`src/rtl/wb_regfile.sv`:
```
// ----------------------------------------------------------------------------
// wb_regfile
//   Writeback stage and general-purpose register file.
//   The EX/MEM->WB pipeline register feeding this block updates on the falling
//   edge, so every input is stable around the rising edge used here.
//
//   - wb_data_out selects load data for loads, otherwise the ALU result.
//   - A commit writes wb_data_out into regs[wb_addr_in] on the rising edge.
//   - Two combinational read ports with write-through bypass of the pending
//     commit, so decode sees the value landing on the next edge.
//   - Registered forwarding tap (fwd_*) describing the last commit.
//   - Saturating commit counter.
//
// Ports
//   clk            in   system clock, rising edge
//   reset          in   asynchronous, active-low reset
//   alu_result_in  in   ALU result of the instruction in WB
//   ram_rdata_in   in   memory read data of the instruction in WB
//   gp_reg_wb_in   in   register-file write enable
//   mem_re_in      in   instruction was a load
//   wb_addr_in     in   destination register
//   rd_addr1/2     in   read port addresses
//   rd_data1/2     out  read port data (combinational)
//   wb_data_out    out  selected writeback value (combinational)
//   fwd_valid      out  a commit happened on the last rising edge
//   fwd_addr       out  address of the last commit (held otherwise)
//   fwd_data       out  data of the last commit (held otherwise)
//   commit_count   out  commits since reset, saturating
// ----------------------------------------------------------------------------
module wb_regfile #(
   parameter int DATA_W   = 10,
   parameter int ADDR_W   = 3,
   parameter bit ZERO_REG = 1'b1,
   parameter int CNT_W    = 16
) (
   input  logic              clk,
   input  logic              reset,
   input  logic [DATA_W-1:0] alu_result_in,
   input  logic [DATA_W-1:0] ram_rdata_in,
   input  logic              gp_reg_wb_in,
   input  logic              mem_re_in,
   input  logic [ADDR_W-1:0] wb_addr_in,
   input  logic [ADDR_W-1:0] rd_addr1,
   input  logic [ADDR_W-1:0] rd_addr2,
   output logic [DATA_W-1:0] rd_data1,
   output logic [DATA_W-1:0] rd_data2,
   output logic [DATA_W-1:0] wb_data_out,
   output logic              fwd_valid,
   output logic [ADDR_W-1:0] fwd_addr,
   output logic [DATA_W-1:0] fwd_data,
   output logic [CNT_W-1:0]  commit_count
);

   localparam int             DEPTH   = 2**ADDR_W;
   localparam logic [CNT_W-1:0] CNT_MAX = '1;
   localparam logic [CNT_W-1:0] CNT_ONE = CNT_W'(1);

   logic [DATA_W-1:0] regs [DEPTH];
   logic              wr_zero;
   logic              commit;
   logic              rd1_zero;
   logic              rd2_zero;

   assign wb_data_out = mem_re_in ? ram_rdata_in : alu_result_in;

   // reset is folded in so the bypass path cannot leak a write while the
   // block is held in reset; with gp_reg_wb_in=0 the AND forces commit to 0
   // even if the address or data inputs are X.
   assign wr_zero = ZERO_REG && (wb_addr_in == '0);
   assign commit  = gp_reg_wb_in & ~wr_zero & reset;

   assign rd1_zero = ZERO_REG && (rd_addr1 == '0);
   assign rd2_zero = ZERO_REG && (rd_addr2 == '0);

   always_ff @(posedge clk or negedge reset) begin
      if (!reset) begin
         for (int i = 0; i < DEPTH; i++) begin
            regs[i] <= '0;
         end
      end else if (commit) begin
         regs[wb_addr_in] <= wb_data_out;
      end
   end

   // Each port resolves independently: hard zero, then bypass, then array.
   always_comb begin
      rd_data1 = regs[rd_addr1];
      if (commit && (rd_addr1 == wb_addr_in)) begin
         rd_data1 = wb_data_out;
      end
      if (rd1_zero) begin
         rd_data1 = '0;
      end
   end

   always_comb begin
      rd_data2 = regs[rd_addr2];
      if (commit && (rd_addr2 == wb_addr_in)) begin
         rd_data2 = wb_data_out;
      end
      if (rd2_zero) begin
         rd_data2 = '0;
      end
   end

   always_ff @(posedge clk or negedge reset) begin
      if (!reset) begin
         fwd_valid <= 1'b0;
         fwd_addr  <= '0;
         fwd_data  <= '0;
      end else begin
         fwd_valid <= commit;
         if (commit) begin
            fwd_addr <= wb_addr_in;
            fwd_data <= wb_data_out;
         end
      end
   end

   always_ff @(posedge clk or negedge reset) begin
      if (!reset) begin
         commit_count <= '0;
      end else if (commit && (commit_count != CNT_MAX)) begin
         commit_count <= commit_count + CNT_ONE;
      end
   end

endmodule

```
`config.mk`:
```
export PLATFORM = sky130hd
export DESIGN_NAME = wb_regfile
export DESIGN_NICKNAME = d
export VERILOG_FILES = /design/src/rtl/wb_regfile.sv
export SDC_FILE = /design/constraint.sdc
export NUM_CORES = 1
export LEC_CHECK = 0
export ABC_AREA = 1
export CORE_UTILIZATION = 40
export DETAILED_ROUTE_END_ITERATION = 6
export PLACE_DENSITY = 0.73
export SLEW_MARGIN = 20
export SYNTH_ARGS = -nofsm -noshare
export SYNTH_HDL_FRONTEND = slang
export SYNTH_SLANG_ARGS = --single-unit
```
`constraint.sdc`:
```
create_clock -name clk -period 2.2 [get_ports clk]
set_clock_uncertainty 0.1 [all_clocks]
set_input_delay 0.33 -clock clk [delete_from_list [all_inputs] [get_ports clk]]
set_output_delay 0.33 -clock clk [all_outputs]
set_load 0.02 [all_outputs]
```
==> metrics.csv <==
stage,metric,value,unit
critical_path,startpoint types,input pin,
floorplan,Site Rows,46,
critical_path,WP data required,1770,ps
layout,proportion of layout cells with a drive suffix above 1,16.4,%
pwr,PwrDens,751,nW/um^2
placed_design,Buffers on Ports,92,
synth,Mapped Nets,1010,
floorplan,Die Wd,131,um
placed_design,GP Congestion,0.935,
timing,RSZ-0062 raised after global routing,true,
critical_path,CP cell instances,dlygate4sd2_1 -> buf_4 -> nand2_1 -> nand2_1 -> nor2_4 -> buf_6 -> buf_4 -> nand4_1 -> nand2_1 -> nor2_1 -> buf_2,
critical_path,"slowest stage delay, CP",280,ps
timing,Hold Slack,95.3,ps
layout,n_diodes,0,
pwr,worst vdd ir,0.629,mV
placed_design,Post-DP Area,8220,um^2
placed_design,dpl hpwl,15200,um
route,vias per cell,5.17,
synth,Synth area leaders,"dfrtp_1, nand2_1, nand3_1",
critical_path,WP data arrival,1700,ps
critical_path,CP Capture Type,output pin,
timing,Slew Limit Fails,0,
timing,min cycle time layout,2130,ps
floorplan,Initial Util,41.3,%
layout,Area Overhead vs Synth,29.9,%
timing,"Hold Vio Cnt, Final",0,
timing,Setup-failing EPs final,0,
route,via count,6814,
timing,worst slew pin tran,871,ps
floorplan,Die ar.,17000,um^2
layout,Final Instance Count excl. Fillers,1317,
synth,"Seq/Total Area, Yosys",41.6,%
global_routing,first-pass GRT wire length,33500,um
route,Final ANT Viol Nets,0,
synth,Yosys warning total,0,
synth,Yosys top cell area share,41.6,%
synth,ys async rst share,100,%
synth,post-synthesis instance total,976,
clock_network,Clock Sinks,110,
synth,Synth Register Bits,110,
clock_network,Skew-Pair Late Insertion Delay,360,ps
route,TritonRoute pass-1 iters,5,
critical_path,reg2reg path depth,10,
timing,relative slew slack,41.9,%
clock_network,Clock Path Buffers,2,
floorplan,total core area,16000,um^2
synth,Post-Syn Area,6610,um^2
critical_path,critical path depth,11,
clock_network,Clock Tree Root,clkbuf_16,
global_routing,GR Overflow Total,0,
clock_network,Clock transition at path regs,70,ps
synth,Synth area leader,dfrtp_1,
global_routing,largest net degree at the start of global routing,68,
clock_network,TritonCTS Buffers,9,
critical_path,slowest cell on the critical path,dlygate4sd2_1,
layout,post-route cell area,8590,um^2
synth,Synth top cells by count,"nand2_1, dfrtp_1, nand3_1",
clock_network,hold_buf cts,0,
clock_network,H-tree depth,3,
synth,Syn Area/Cell,6.77,um^2
pwr,P_leak,4.34,nW
route,first-iteration detailed-routing DRC count,614,
route,Routed WL,20800,um
floorplan,Die Height,131,um
synth,post-synth cell types,28,
global_routing,vias in the first global route,6501,
global_routing,initial antenna violation count,0,
route,per-cell routed wire length,15.8,um
route,Remaining DRCs,0,
layout,fillers,1594,
critical_path,crit-path most repeated cell,nand2_1,
run_status,status,"complete, no violations",
timing,fmax,469,MHz
timing,post-route clock period utilization,96.9,%
critical_path,reg2reg setup slack,330,ps
placed_design,DP Cell Count,1294,
hold_path,Hold Path Class,input pin to asynchronous set/reset pin,
synth,top-count cell post-synth,nand2_1,
layout,Seq. cell area,2750,um^2
floorplan,# IOs,93,
synth,top_reg_cell synth,dfrtp_1,
layout,final core occ,53.7,%
layout,NumNets Final,1130,
critical_path,"CP delay by family, top",buffers and inverters,
synth,Post-synth EDFFs,0,
critical_path,CP Buf/Inv Count,5,
flow_run,max_cap viols,0,
critical_path,WS Path Type,input pin to output pin,
critical_path,Crit Path Max Fanout,5,
global_routing,GRT Total Usage,26.0,%
layout,multi-input logic area,3350,um^2
clock_network,CTS tree,built,
==> routing by layer <==
layer | share of wire (%) | up-vias | track usage [%] | wire length (um)
met2 | 49 | 255 | 43.9 | 10100
met5 | 0 | - | 0 | 0
met4 | 4.8 | 0 | 14.6 | 997
met1 | 40 | 3158 | 31.3 | 8370
met3 | 6.4 | 75 | 4.56 | 1330
li1 | - | 3326 | - | -
==> what timing repair did <==
| item | in CTS | in global routing |
|---|---|---|
| setup buffers | 2 | 1 |
| endpoints found under the setup margin | 30 | 19 |
| pin swaps | 3 | 4 |
| resized for setup | 135 | 18 |
| cloned | 3 | 1 |
==> sequential cells by signal, indices dropped and copies added, names as in the netlist <==
| signal | flops |
|---|---|
| regs | 80 |
| commit_count | 16 |
| fwd_data | 10 |
| fwd_addr | 3 |
| fwd_valid | 1 |
==> stage by stage <==
step	total power, mW	TNS (ps)	setup WS [ps]
after global placement	4.83	-14600	-656
after floorplan	3.95	0	422
final	6.45	0	67.9
after detailed placement	4.88	-15190	-656
after CTS	6.47	-1.85	-1.85
after global routing	6.84	-60.6	-22.3
==> cell families after synthesis <==
| group | count (synthesis) | share of synthesized area (%) |
|---|---|---|
| compound gates | 119 | 9.75 |
| xor+xnor | 11 | 1.46 |
| fa+ha+maj | 1 | 0.189 |
| buf+inv | 137 | 9.12 |
| flops | 110 | 41.6 |
| simple gates | 598 | 37.9 |
==> report_power, final <==
part	switching, mW	internal (mW)	total [mW]	leakage (nW)
clock	0.762	0.841	1.60	0.140
sequential	0.365	2.41	2.78	1.37
combinational	1.19	0.878	2.07	2.83
total	2.32	4.13	6.45	4.34
==> worst paths after layout <==
kind                                 startpoint          endpoint
worst min register to register         regs[78]          regs[78]
min in group clk                       regs[78]          regs[78]
max in group asynchronous                 reset           regs[5]
worst max register to register  commit_count[0]  commit_count[10]
worst max-delay path                rd_addr1[1]       rd_data1[1]
worst min-delay path                      reset           regs[6]
==> layout by cell type, fill, tap and decap left out, types with 9 or more instances in the layout <==
master | Yosys | routed
a21oi_1 | 55 | 55
buf_12 | 0 | 12
buf_2 | 32 | 16
buf_4 | 5 | 72
buf_6 | 4 | 10
clkbuf_16 | 0 | 9
clkdlybuf4s50_1 | 0 | 50
dfrtp_1 | 110 | 110
dlygate4sd2_1 | 0 | 11
inv_1 | 54 | 53
nand2_1 | 377 | 375
nand2_2 | 7 | 9
nand3_1 | 100 | 100
nand4_1 | 17 | 17
nor2_1 | 83 | 82
o21ai_0 | 47 | 47
==> layout make-up <==
cell class | count | area share (%)
clock inverters | 3 | 0.306
multi-input cells | 731 | 39.0
flip-flops and latches | 110 | 32.0
inverters | 62 | 2.74
clock buffers | 13 | 3.03
repair buffers | 182 | 19.8
well taps | 216 | 3.15
(Power assumes the default switching activity.)
